===== config.mk =====
export PLATFORM = sky130hd
export DESIGN_NAME = dmem_port_arbiter
export DESIGN_NICKNAME = d
export VERILOG_FILES = /design/src/rtl/dmem_pkg.sv /design/src/rtl/dmem_rr_pick.sv /design/src/rtl/dmem_port_arbiter.sv
export SDC_FILE = /design/constraint.sdc
export NUM_CORES = 1
export LEC_CHECK = 0
export BUFFER_PORTS_ARGS = -buffer_cell sky130_fd_sc_hd__buf_2
export CELL_PAD_IN_SITES_DETAIL_PLACEMENT = 0
export CELL_PAD_IN_SITES_GLOBAL_PLACEMENT = 1
export CORE_MARGIN = 4
export CORE_UTILIZATION = 24
export CTS_CLUSTER_SIZE = 8
export DETAILED_ROUTE_END_ITERATION = 7
export PLACE_DENSITY = 0.81
export SLEW_MARGIN = 10
export SYNTH_ARGS = -nofsm -noshare
export SYNTH_HDL_FRONTEND = slang
export SYNTH_HIERARCHICAL = 1
export SYNTH_SLANG_ARGS = --single-unit

===== constraint.sdc =====
create_clock -name CLK -period 3.6 [get_ports CLK]
set_clock_uncertainty 0.15 [all_clocks]
set_input_delay 0.36 -clock CLK [delete_from_list [all_inputs] [get_ports CLK]]
set_output_delay 0.36 -clock CLK [all_outputs]
set_load 0.05 [all_outputs]

===== src/rtl/dmem_pkg.sv =====
// Shared definitions for the data-memory port arbiter: access codes,
// access sizes, lock-state encoding and access-code helpers.
package dmem_pkg;

  localparam logic [3:0] OP_LB  = 4'b1000;
  localparam logic [3:0] OP_LH  = 4'b1001;
  localparam logic [3:0] OP_LW  = 4'b1010;
  localparam logic [3:0] OP_SB  = 4'b1011;
  localparam logic [3:0] OP_LBU = 4'b1100;
  localparam logic [3:0] OP_LHU = 4'b1101;
  localparam logic [3:0] OP_SH  = 4'b1110;
  localparam logic [3:0] OP_SW  = 4'b1111;

  localparam int unsigned SZ_B = 1;
  localparam int unsigned SZ_H = 2;
  localparam int unsigned SZ_W = 4;

  typedef enum logic {
    UNLOCKED = 1'b0,
    LOCKED1  = 1'b1
  } lock_state_e;

  function automatic logic op_is_store(input logic [3:0] op);
    return (op == OP_SB) || (op == OP_SH) || (op == OP_SW);
  endfunction

  // Every active code that is not a store is a load.
  function automatic logic op_is_load(input logic [3:0] op);
    return op[3] && !op_is_store(op);
  endfunction

  function automatic logic [2:0] op_size(input logic [3:0] op);
    case (op)
      OP_LB, OP_LBU, OP_SB: return 3'(SZ_B);
      OP_LH, OP_LHU, OP_SH: return 3'(SZ_H);
      OP_LW, OP_SW:         return 3'(SZ_W);
      default:              return 3'd0;
    endcase
  endfunction

endpackage


===== src/rtl/dmem_rr_pick.sv =====
// Two-way round-robin picker with a port-1 exclusive-ownership override.
module dmem_rr_pick (
  input  logic [1:0] req,
  input  logic       last_gnt,
  input  logic       lock,
  output logic [1:0] gnt
);

  always_comb begin
    gnt = '0;
    if (lock)
      gnt[1] = req[1];
    else if (&req)
      gnt = last_gnt ? 2'b01 : 2'b10;
    else
      gnt = req;
  end

endmodule


===== src/rtl/dmem_port_arbiter.sv =====
// Round-robin arbiter sharing the data memory between the LSU (port 0) and the
// loader/debug master (port 1). Optional access check: define DMEM_ALIGN_CHECK_EN.
module dmem_port_arbiter
  import dmem_pkg::*;
#(
  parameter int unsigned ADDR_W    = 32,
  parameter int unsigned DATA_W    = 32,
  parameter int unsigned MEM_BYTES = 524288
) (
  input  logic              CLK,
  input  logic              RESET,
  input  logic              p0_req,
  input  logic [3:0]        p0_op,
  input  logic [ADDR_W-1:0] p0_addr,
  input  logic [DATA_W-1:0] p0_wdata,
  output logic              p0_gnt,
  output logic              p0_rvalid,
  output logic [DATA_W-1:0] p0_rdata,
  output logic              p0_err,
  input  logic              p1_req,
  input  logic [3:0]        p1_op,
  input  logic [ADDR_W-1:0] p1_addr,
  input  logic [DATA_W-1:0] p1_wdata,
  output logic              p1_gnt,
  output logic              p1_rvalid,
  output logic [DATA_W-1:0] p1_rdata,
  output logic              p1_err,
  input  logic              p1_lock,
  output logic [3:0]        m_rwen,
  output logic [ADDR_W-1:0] m_addr,
  output logic [DATA_W-1:0] m_wdata,
  input  logic [DATA_W-1:0] m_rdata
);

  lock_state_e       state;
  logic              last_gnt;
  logic              locked_now;
  logic [1:0]        pick;
  logic [1:0]        gnt;
  logic [3:0]        sel_op;
  logic [ADDR_W-1:0] sel_addr;
  logic [DATA_W-1:0] sel_wdata;
  logic              fault;
  logic [DATA_W-1:0] rsp_data;

  // The lock is released in the same cycle p1_lock falls, not one cycle later.
  assign locked_now = (state == LOCKED1) && p1_lock;

  dmem_rr_pick u_pick (
    .req      ({p1_req, p0_req}),
    .last_gnt (last_gnt),
    .lock     (locked_now),
    .gnt      (pick)
  );

  assign gnt    = RESET ? 2'b00 : pick;
  assign p0_gnt = gnt[0];
  assign p1_gnt = gnt[1];

  always_comb begin
    sel_op    = '0;
    sel_addr  = '0;
    sel_wdata = '0;
    if (gnt[1]) begin
      sel_op    = p1_op;
      sel_addr  = p1_addr;
      sel_wdata = p1_wdata;
    end else if (gnt[0]) begin
      sel_op    = p0_op;
      sel_addr  = p0_addr;
      sel_wdata = p0_wdata;
    end
  end

`ifdef DMEM_ALIGN_CHECK_EN
  logic [2:0]      sel_size;
  logic [ADDR_W:0] end_addr;

  always_comb begin
    sel_size = op_size(sel_op);
    end_addr = {1'b0, sel_addr} + (ADDR_W+1)'(sel_size);
    fault    = (sel_size == 3'(SZ_H) && sel_addr[0])
            || (sel_size == 3'(SZ_W) && sel_addr[1:0] != 2'b00)
            || (sel_size != 3'd0 && end_addr > (ADDR_W+1)'(MEM_BYTES));
  end
`else
  assign fault = 1'b0;
`endif

  assign m_rwen  = fault ? 4'b0000 : sel_op;
  assign m_addr  = sel_addr;
  assign m_wdata = sel_wdata;

  assign rsp_data = (op_is_load(sel_op) && !fault) ? m_rdata : '0;

  always_ff @(posedge CLK or posedge RESET) begin
    if (RESET) begin
      state     <= UNLOCKED;
      last_gnt  <= 1'b1;
      p0_rvalid <= 1'b0;
      p0_rdata  <= '0;
      p0_err    <= 1'b0;
      p1_rvalid <= 1'b0;
      p1_rdata  <= '0;
      p1_err    <= 1'b0;
    end else begin
      if (|gnt)
        last_gnt <= gnt[1];

      if (state == UNLOCKED) begin
        if (gnt[1] && p1_lock)
          state <= LOCKED1;
      end else if (!p1_lock) begin
        state <= UNLOCKED;
      end

      p0_rvalid <= gnt[0];
      p0_rdata  <= gnt[0] ? rsp_data : '0;
      p0_err    <= gnt[0] && fault;
      p1_rvalid <= gnt[1];
      p1_rdata  <= gnt[1] ? rsp_data : '0;
      p1_err    <= gnt[1] && fault;
    end
  end

endmodule


# == Word-level counts from Yosys, hierarchy flattened ==
# Index checks and enable logic that the tools add are counted.
# word_totals
inputBits,173
word_cells,34
reg_bits,68
output_inout_bits,138
# classes
n_eq_ne,3
reduce_logical,8
mux,17
# op_table
op,count
32-bit 2-to-1 mux,7
"4-bit == test, second input constant",3
4-bit 2-to-1 mux,2
2-bit 2-to-1 mux,3
1-bit 2-to-1 mux,5
1-bit logical AND,3
1-bit logical OR,2
2-bit AND reduction,1
2-bit OR reduction,1
1-bit logical NOT,1

# == Depth between registers and ports, before layout ==
# logic_depth
word_depth,13
mapped_depth,8
depth_no_buf,6

# == Hierarchy ==
# The synthesis kept the hierarchy.
# by_module_without_submodules
mod,cells_each,instances,seq_area_each_um2,area_per_inst_um2
dmem_port_arbiter,278,1,1702.9,3025.4
dmem_rr_pick,4,1,0.0,36.3

# == Least setup slack after synthesis ==
# OpenSTA, ideal clock, no wires.
# synth_timing
path_type,in2out
startpoint,input RESET
endpoint,output m_addr[13]
t_arrival_ns,2.846
path_stages,5
n_path_buf,2
required_time_ns,3.090
path_slack_ns,0.244
cell_sequence,inv_1 > and2_1 > buf_6 > buf_2 > a22o_1
# synth_via
elab_chain_len,3
# synth_rtl
item,line_no,rtl
from (decl),dmem_port_arbiter.sv:11,"input logic RESET,"
2-bit 2-to-1 mux (*),dmem_port_arbiter.sv:56,assign gnt = RESET ? 2'b00 : pick;
32-bit 2-to-1 mux,dmem_port_arbiter.sv:68,end else if (gnt[0]) begin
32-bit 2-to-1 mux (*),dmem_port_arbiter.sv:64,if (gnt[1]) begin
to (decl),dmem_port_arbiter.sv:30,"output logic [ADDR_W-1:0] m_addr,"
# Every way passes the cells marked *; elsewhere a longest branch is shown, timed or not.

# == Worst setup path after layout ==
# layout_timing
startpoint,register state
endpoint,output m_wdata[14]
# layout_via
word_cells_on_any_way,6
classes_between,5 x mux; 1 x reduce/logical
# layout_lines
item,line_no,rtl
from (decl),dmem_port_arbiter.sv:35,lock_state_e state;
from (signal assigned),dmem_port_arbiter.sv:98,state <= UNLOCKED;
from (signal assigned),dmem_port_arbiter.sv:112,state <= LOCKED1;
from (signal assigned),dmem_port_arbiter.sv:114,state <= UNLOCKED;
1-bit logical AND,dmem_port_arbiter.sv:47,assign locked_now = (state == LOCKED1) && p1_lock;
named net locked_now,dmem_port_arbiter.sv:37,logic locked_now;
1-bit 2-to-1 mux,dmem_rr_pick.sv:11,if (lock)
named net pick[1],dmem_port_arbiter.sv:38,logic [1:0] pick;
2-bit 2-to-1 mux,dmem_port_arbiter.sv:56,
32-bit 2-to-1 mux,dmem_port_arbiter.sv:64,
to (decl),dmem_port_arbiter.sv:31,"output logic [DATA_W-1:0] m_wdata,"
# The timed path passes the listed nets, and every way through them passes these cells.

==> flow_summary.toml <==
[run_status]
status = "complete, no violations"

[worst_hold_path]
hp-class = "in -> reg"

[global_route]
grt_pass1_wl_mm = 20.59
grt_start_max_net_pins = 69
globalRoute.totalOverflow = 0
grt_usage = 0.1896
antenna_found_initial = 1
grt_pass1_vias = 3450

[clock_tree]
numCtsBuffers = 9
clock-root-buffer = "clkbuf_16"
post_cts_buffers = 0
numClockSinks = 68
h-tree-depth = 3
cts_max_path_buffers = 2
clkLatencyLatePin_ps = 320
cts_tree = "done"
hold_buffers = 0
cts_resized = 0
path_clk_slew_ps = 60

[floorplanning]
pin_count = 311
dieArea_mm2 = 0.01463
die_x_um = 120.9
start_util = 0.2497
core_mm2 = 0.01226
fp-row-count = 40
die_height_um = 120.9

[timing]
setup_viol = 0
period_minus_slack_ps = 3167
max_slew_margin = 0.4371
tns_ps = 0
rsz0062_at_grt = "false"
hold_viol_final = 0
worstMarginPinSlew_ps = 844.4
period_share = 0.8798
slew_violations = 0
clock.fmax_mhz = 315.7

[yosys]
synth_area_mm2 = 0.003062
yosys_register_bits = 68
avgSynthCellArea_um2 = 10.86
synth_cells = 282
yosysUniqueCellTypes = 26
yosys_warnings = 6
ys_seq_area_frac = 0.5562

[power_and_ir_drop]
power_density_mw_per_mm2 = 491.1
p_leak_nw = 3.025
power.total_mw = 2.487
ir_drop_mv = 0.2209

[detailed_routing]
ant_nets = 0
vias = 3383
wl_per_cell_um = 19.37
firstDrtPassIters = 4
drt-total-wl_mm = 14.61
drtIter0Drc = 207
via_per_inst = 4.487
drc_errors = 0

[job]
drv_cap = 0

[place]
io_buffers = 308
dpl.hpwl_mm = 11.98
place_congestion = 1.006

[critical_path]
cp_top_family = "simple AND/OR/NAND/NOR gates"
critical_path_arrival_ps = 2660
startpoint_type = "register"
worst-path-buf-inv = 2
worst_ep_required_time_ps = 3090
end_kind = "output pin"
cp_cell_sequence = "and2_1 -> nor2b_4 -> a21boi_1 -> and2b_2 -> buf_12 -> a22o_1 -> buf_2"
max_stage_delay_ps = 490
path_max_fanout = 54
critPathSlowestCell = "and2b_2"
path_class = "reg -> out"

[layout]
final_util = 0.4130
final_nets = 754
layout-drive-gt1-share = 0.5785
fillCellCount = 1248
area_growth_pct = 65.39
layout_commonest_cell = "buf_2"
final_cell_mix = "buf_2 (308), dfrtp_1 (67), a22o_1 (65), nor2_1 (35)"
antenna_cells = 0
-- synth_stat cells, drive strengths merged --
| cell type | n | area (µm²) |
|---|---|---|
| a22o | 65 | 569.3 |
| and2 | 34 | 212.7 |
| a22oi | 2 | 15.01 |
| a21oi | 1 | 5.000 |
| clkbuf | 3 | 11.26 |
| mux2 | 1 | 11.26 |
| nor2b | 3 | 26.27 |
| o21bai | 1 | 7.510 |
| nand3b | 1 | 7.510 |
| conb | 1 | 3.750 |
| and3 | 1 | 11.26 |
| buf | 24 | 157.6 |
| and2b | 1 | 7.510 |
| dfstp | 1 | 26.28 |
| nand2 | 33 | 123.9 |
| o211ai | 2 | 20.02 |
| dfrtp | 67 | 1677 |
| nor2 | 35 | 131.4 |
| inv | 3 | 11.26 |
| o21a | 1 | 7.510 |
| a21boi | 2 | 18.77 |
-- area by class of cell --
type / instances / area, µm² / share of cell area
flip-flops and latches: 68 / 1703 / 0.3363
clock inverters: 6 / 111.4 / 0.02199
inverters: 3 / 11.26 / 0.002224
repair buffers: 314 / 1612 / 0.3183
clock buffers: 10 / 229.0 / 0.04522
multi-input cells: 185 / 1187 / 0.2345
well taps: 168 / 210.2 / 0.04151
-- cells by family (layout without fill, tap and decap cells) --
family / count (synthesis) / after routing / synth area share
compound gates: 74 / 74 / 0.2101
flops: 68 / 68 / 0.5562
simple gates: 108 / 108 / 0.1700
mux: 1 / 1 / 0.003678
buf+inv: 30 / 333 / 0.05885
other cells: 1 / 2 / 0.001225
-- power breakdown --
group	internal [mW]	total [mW]	switching, mW	leakage (nW)
logic	0.197	0.693	0.496	1.93
clock network	0.677	0.995	0.317	0.163
registers	0.791	0.799	0.00778	0.935
total	1.67	2.49	0.821	3.02
-- final timing paths --
check,slack (ps),startpoint,cells after the start,to
worst max-delay path,430,state$_DFF_PP0_,7,m_wdata[14]
worst min-delay path,100,m_rdata[19],3,p0_rdata[19]$_DFF_PP0_
worst max register to register,1000,state$_DFF_PP0_,7,p1_rdata[17]$_DFF_PP0_
worst min register to register,340,last_gnt$_DFFE_PP1P_,2,last_gnt$_DFFE_PP1P_
max in group asynchronous,2520,RESET,3,p1_rdata[16]$_DFF_PP0_
min in group asynchronous,200,RESET,3,p1_rvalid$_DFF_PP0_
-- tightest hold or removal path, delay by kind of cell --
family        cells  cell delay (ps)
simple gates      2               80
buf+inv           1              100
-- per-layer routing --
layer	wire, µm	global-route usage
met4	132	0.04178
met5	0	0
met1	5644	0.2292
met2	7507	0.3303
met3	1320	0.05921
-- stage by stage --
stage	instances	area (µm²)	hold slack [ps]	setup WS [ps]
finish	754	5064	99.95	432.9
global route	754	5064	95.83	247.0
CTS	754	5064	89.59	450.1
detailed placement	738	4723	321.7	679.6
global placement	738	4723	316.2	747.9
floorplan	283	3065	306.0	243.6
-- state kept, by name, indices dropped and copies added, names as in the netlist --
name,cells
p0_rvalid,1
p1_rdata,32
last_gnt,1
state,1
p1_rvalid,1
p0_rdata,32
(Power assumes the default switching activity.)
